$ cat src/rtl/pipe_scroller.sv
// Playfield stage: captures generated pipe columns, scrolls them left on each
// advance tick, detects bird/pipe collision and counts cleared pipes.
// Optional macro GROUND_HIT_EN: bird on row 0 also counts as a collision.
module pipe_scroller #(
  parameter int ROWS     = 16,
  parameter int COLS     = 16,
  parameter int BIRD_COL = 3,
  parameter int SCORE_W  = 8
) (
  input  logic                      Clock,
  input  logic                      RST,
  input  logic                      tick,
  input  logic                      run,
  input  logic [ROWS-1:0]           col_in,
  input  logic [$clog2(ROWS)-1:0]   bird_row,
  output logic [ROWS*COLS-1:0]      frame,
  output logic                      hit,
  output logic [SCORE_W-1:0]        score,
  output logic                      score_pulse
);

  logic [ROWS-1:0] col [COLS];
  logic [ROWS-1:0] pend;
  logic            pend_valid;
  logic            adv;
  logic            coll;
  logic            clear;

  assign adv = tick & run & ~hit;

  always_comb begin
    coll = 1'b0;
    if (int'(bird_row) < ROWS) coll = col[BIRD_COL][bird_row];
`ifdef GROUND_HIT_EN
    if (bird_row == '0) coll = 1'b1;
`else
`endif
  end

  // Trailing edge of a pipe leaving the bird column; never scores on a collision.
  assign clear = (col[BIRD_COL] != '0) && (col[BIRD_COL+1] == '0) && !coll;

  always_comb begin
    frame = '0;
    for (int unsigned c = 0; c < COLS; c++) frame[c*ROWS +: ROWS] = col[c];
  end

  always_ff @(posedge Clock or posedge RST) begin
    if (RST) begin
      for (int unsigned c = 0; c < COLS; c++) col[c] <= '0;
      pend        <= '0;
      pend_valid  <= 1'b0;
      hit         <= 1'b0;
      score       <= '0;
      score_pulse <= 1'b0;
    end else begin
      if (adv) begin
        for (int unsigned c = 0; c < COLS - 1; c++) col[c] <= col[c+1];
        if (col_in != '0)    col[COLS-1] <= col_in;
        else if (pend_valid) col[COLS-1] <= pend;
        else                 col[COLS-1] <= '0;
      end

      // Capture continues while frozen; any advance consumes the pending slot.
      if (col_in != '0) pend <= col_in;
      if (adv)                pend_valid <= 1'b0;
      else if (col_in != '0)  pend_valid <= 1'b1;

      hit         <= hit | coll;
      score_pulse <= adv & clear;
      if (adv && clear && score != '1) score <= score + 1'b1;
    end
  end

endmodule

$ cat config.mk
export PLATFORM = sky130hd
export DESIGN_NAME = pipe_scroller
export DESIGN_NICKNAME = d
export VERILOG_FILES = /design/src/rtl/pipe_scroller.sv
export SDC_FILE = /design/constraint.sdc
export NUM_CORES = 1
export LEC_CHECK = 0
export CORE_MARGIN = 2
export CORE_UTILIZATION = 31
export CTS_CLUSTER_DIAMETER = 30
export DETAILED_ROUTE_END_ITERATION = 10
export PLACE_DENSITY = 0.59
export SYNTH_ARGS = -nofsm -noshare
export SYNTH_HDL_FRONTEND = slang
export SYNTH_SLANG_ARGS = --single-unit
$ cat constraint.sdc
create_clock -name Clock -period 10.73 [get_ports Clock]
set_clock_uncertainty 0.2 [all_clocks]
set_input_delay 2.146 -clock Clock [delete_from_list [all_inputs] [get_ports Clock]]
set_output_delay 2.146 -clock Clock [all_outputs]
set_load 0.005 [all_outputs]
# After elaboration in Yosys (flattened, before gate mapping)

Cells that the tools add are included.

Word-level logic and storage cells: 44
Register bits after elaboration: 283
Output and inout port bits: 266
Input bits: 24

Mux-type cells: 6
Reductions and logical operators: 9
Add/sub/neg operators: 1
Bitwise logic cells: 5
Eq/ne operators: 1
Order comparisons: 1

Operator list:

| cell                | number |
|---|---|
| $mux 16             | 2 |
| $reduce_bool 16->1  | 2 |
| $logic_not 16->1    | 1 |
| $add 8x1->8 const B | 1 |
| $ne 8x8->1 const B  | 1 |
| $lt 4x5->1 const B  | 1 |
| $bmux 1 s4          | 1 |
| $logic_and 1x1->1   | 4 |
| $and 1x1->1         | 3 |
| $mux 1              | 3 |
| $reduce_bool 2->1   | 1 |
| $logic_not 1->1     | 1 |
| $not 1->1           | 1 |
| $or 1x1->1          | 1 |

# Depth between registers and ports, before layout

Depth in word-level cells: 6
Mapped depth: 8
Gate-level depth less buffers: 6

# Least setup slack after synthesis

No wires, ideal clock.

Kind: input -> register
Start point: input bird_row[0]
End point: register score[1]
Setup time: 0.125 ns
Required time: 10.405 ns
Stages on the path: 5
Slack: 7.031 ns
Data arrival time: 3.374 ns
Path buffers: 0
Path through: mux4_1 > mux2i_1 > mux2_4 > nand3_4 > mux2_4

Cells in the longest elaborated chain, start to end: 6

Ends and longest elaborated chain:

| item                           | line | RTL |
|---|---|---|
| start, declared                | 15   | `input logic [$clog2(ROWS)-1:0] bird_row,` |
| $bmux 1 s4                     | 33   | `if (int'(bird_row) < ROWS) coll = col[BIRD_COL][bird_row];` |
| $mux 1 (not written as such)   | 33   |  |
| $logic_not 1->1                | 41   | `assign clear = (col[BIRD_COL] != '0) && (col[BIRD_COL+1] == '0) && !coll;` |
| $logic_and 1x1->1              | 41   |  |
| $logic_and 1x1->1 (2 in a row) | 71   | `if (adv && clear && score != '1) score <= score + 1'b1;` |
| end signal, assigned           | 71   |  |
| end, declared                  | 18   | `output logic [SCORE_W-1:0] score,` |

No other way between the ends. The select of a mux whose other input is x is not followed.
A chain may end at the register's enable or synchronous reset.

# Worst setup path after layout

Start point: input run
End point: register col, in the netlist frame[251]

Cells in the longest elaborated chain, start to end: 2

Ends and longest elaborated chain:

| item                          | line | RTL |
|---|---|---|
| start, declared               | 13   | `input logic run,` |
| $and 1x1->1 (2 in a row)      | 29   | `assign adv = tick & run & ~hit;` |
| end signal, assigned by index | 59   | `if (col_in != '0) col[COLS-1] <= col_in;` |
| end signal, assigned by index | 60   | `else if (pend_valid) col[COLS-1] <= pend;` |
| end, declared                 | 22   | `logic [ROWS-1:0] col [COLS];` |

No other way between the ends.

==> impl_results.md <==
- Outcome: completed
- Root buffer cell: clkbuf_16
- Post-synthesis mux area share: 1.57%
- Leak pwr: 0.00844 uW
- RSZ-0062 raised after global routing: no
- Pins Over Slew Limit: 0
- Remaining DRCs: 0
- GRT met2 Usage: 28.3%
- Post-CTS repair timing setup buffer count: 0
- Grt total ovfl: 0
- Vias in the first global route: 9437
- CP endpoint kind: register
- CTS clk-pin slew, worst paths: 0.05 ns
- Cell taking the most area after synthesis: dfrtp_1
- Core ar.: 34500 sq um
- Register area share after synthesis: 65.1%
- Average size of a mapped cell: 9.13 sq um
- Clock sink total: 283
- Relative slew margins: 24.6%
- Synth warnings: 0
- Synth Flop Type: dfrtp_1
- Largest net degree at the start of global routing: 155
- Vias per cell: 4.54
- FP Rows: 68
- DRT iter0 DRCs: 524
- Pwr Density: 328 nW/um^2
- Cell Int Power: 3800 uW
- Initial antenna violation count: 0
- XOR/XNOR share of the synthesized area: 0.483%
- Critical path class: input pin to register
- Post-synth top cells: nand2_1 (756), dfrtp_1 (283), clkbuf_1 (59), a21o_1 (16), o21ai_0 (16)
- Number of fill cells: 3263
- Crit path launch type: input pin
- Final net count: 1525
- Fin util: 48.1%
- Fin Setup TNS: 0 ns
- Wirelength per Cell: 16.5 um
- Io pins: 290
- Final Power: 5440 uW
- Antenna Nets Post-Route: 0
- Period utilisation layout: 41.6%
- Post-synthesis cell type count: 29
- # diodes: 0
- Top cells by area, synth: dfrtp_1 (65%), nand2_1 (26%), clkbuf_1 (2.0%)
- Final wirelength: 33.1 mm
- Gr busiest metal: met2
- Synthesized area: 10900 sq um
- Net Sw Frac: 30.2%
- Syn nets: 1216
- All-Layer GR Usage: 18.3%
- Max Buffers Root-to-Sink: 3
- Share of cells above drive strength 1: 8.57%
- Pre-antenna DRT Iters: 6
- Height of the die: 191 um
- Post-CTS resize count: 0
- Clk_lat worst skew: 0.55 ns
- Final HPWL DP: 21.1 mm
- Final hold vios: 0
- Compound-cell area share of the yosys netlist: 1.92%
- Die area: 36600 sq um
- Post-synthesis simple-gate area fraction: 28.6%
- Fmax: 224 MHz
- Met1 Resource Use GR: 23.3%
- Asr flop ratio synth: 100%
- Net Sw Power: 1640 uW
- Flops & latches, synth: 283
- M3 GR Usage: 6.81%
- Via count: 9118
- First-pass GRT wire length: 52.6 mm
- Max-cap violations: 0
- Measured slew at the worst slew-check pin: 1.13 ns
- Die X-Extent: 191 um
- Final min period: 4.47 ns
- TritonCTS clock tree: built
- Clk pwr share: 39.3%
- Inst Count DP: 1881
- Starting Density: 31.5%
- HP Class: register to register
- Critical Path RT: 10.91 ns
- Crit-path max FO: 114
- Sequential share of power: 34.3%
- Top cell type's share of synthesized area: 65.1%
- Final Wtd Congestion: 0.807
- Largest family of logic cells by synthesized area: simple AND/OR/NAND/NOR gates
- CP Data Arrival Time: 4.65 ns
- Cts hold-fix bufs: 0
- Setup violators final: 0
- Number of synthesized flops with an enable pin: 0
- VDD IR-drop max: 0.167 mV
- Number of CTS-inserted buffers: 72
- Port bufs: 289
- Area Overhead vs Synth: 52.8%
- Combinational share of power: 26.3%
- Post-route insts no fill: 2007
- H-tree depth: 3
- Post-Syn Instances: 1191
- Count leader, synth: nand2_1
- Post-synthesis adder-cell area fraction: 0.115%
-- power groups by stage --
stage | sequential [uW] | clock (uW) | combinational (uW)
2_1_floorplan | 1790 | 0 | 469
3_3_place_gp | 1870 | 0 | 1430
5_1_grt | 1930 | 2250 | 1590
4_1_cts | 1880 | 2180 | 1460
6_report | 1870 | 2140 | 1430
3_5_place_dp | 1880 | 0 | 1450
-- worst max-delay path: stages --
cell,delay [ns]
clkdlybuf4s50_1,0.43
nand3b_1,0.09
buf_4,0.64
buf_4,0.96
o21ai_0,0.24
-- layout make-up --
type	count	area [sq um]	area share, %
clock buffer	92	2020	12.2
clock inverter	34	412	2.48
inverter	2	15.0	0.0904
multi-input combinational	845	3550	21.4
sequential	283	7080	42.6
tap	455	569	3.43
timing repair buffer	296	2960	17.8
-- through the flow --
step | hold slack [ns] | instance area, sq um | setup slack (ns)
after floorplan | 0.245 | 10900 | 0.577
after global placement | 0.256 | 14200 | 5.74
after detailed placement | 0.264 | 14200 | 5.68
after CTS | 0.273 | 16600 | 6.30
after global routing | 0.285 | 16600 | 6.05
final | 0.269 | 16600 | 6.26
-- sequential cells by signal (all words and copies together), names as in the netlist --
register	count
frame	256
pend	16
score	8
hit	1
pend_valid	1
score_pulse	1
-- cells in the final DEF, fill, tap and decap left out, drive strengths merged, types with 7 or more instances in the layout --
cell type      synthesis  layout
clkdlybuf4s50          0     289
buf                    2       7
nand2                756     756
clkbuf                59      92
clkinv                 0      18
o21ai                 16      16
bufinv                 0       8
nand3                 10      10
nor4                  12      12
dfrtp                283     283
a21o                  16      16
-- cells by family after synthesis --
family / after synthesis
AND/OR/NAND/NOR: 796
flip-flops: 283
buffers and inverters: 63
AO/OA/AOI/OAI: 33
multiplexers: 9
XOR/XNOR: 6
adder cells (fa/ha/maj): 1
-- layer usage --
| metal | up-vias | share of wire, % |
|---|---|---|
| met5 | - | 0 |
| li1 | 4332 | - |
| met2 | 335 | 46 |
| met3 | 65 | 9.2 |
| met1 | 4386 | 43 |
| met4 | 0 | 2.5 |
-- worst paths after layout --
kind | depth (start not counted) | slack, ns | endpoint | start
max in group asynchronous | 3 | 6.90 | frame[156] | RST
hold reg to reg | 1 | 0.27 | pend[1] | pend[1]
min in group asynchronous | 2 | 1.90 | frame[0] | RST
setup / recovery | 5 | 6.26 | frame[251] | run
hold / removal | 1 | 0.27 | pend[1] | pend[1]
setup reg to reg | 4 | 7.86 | frame[251] | hit
Power figures use the tool's default switching activity.
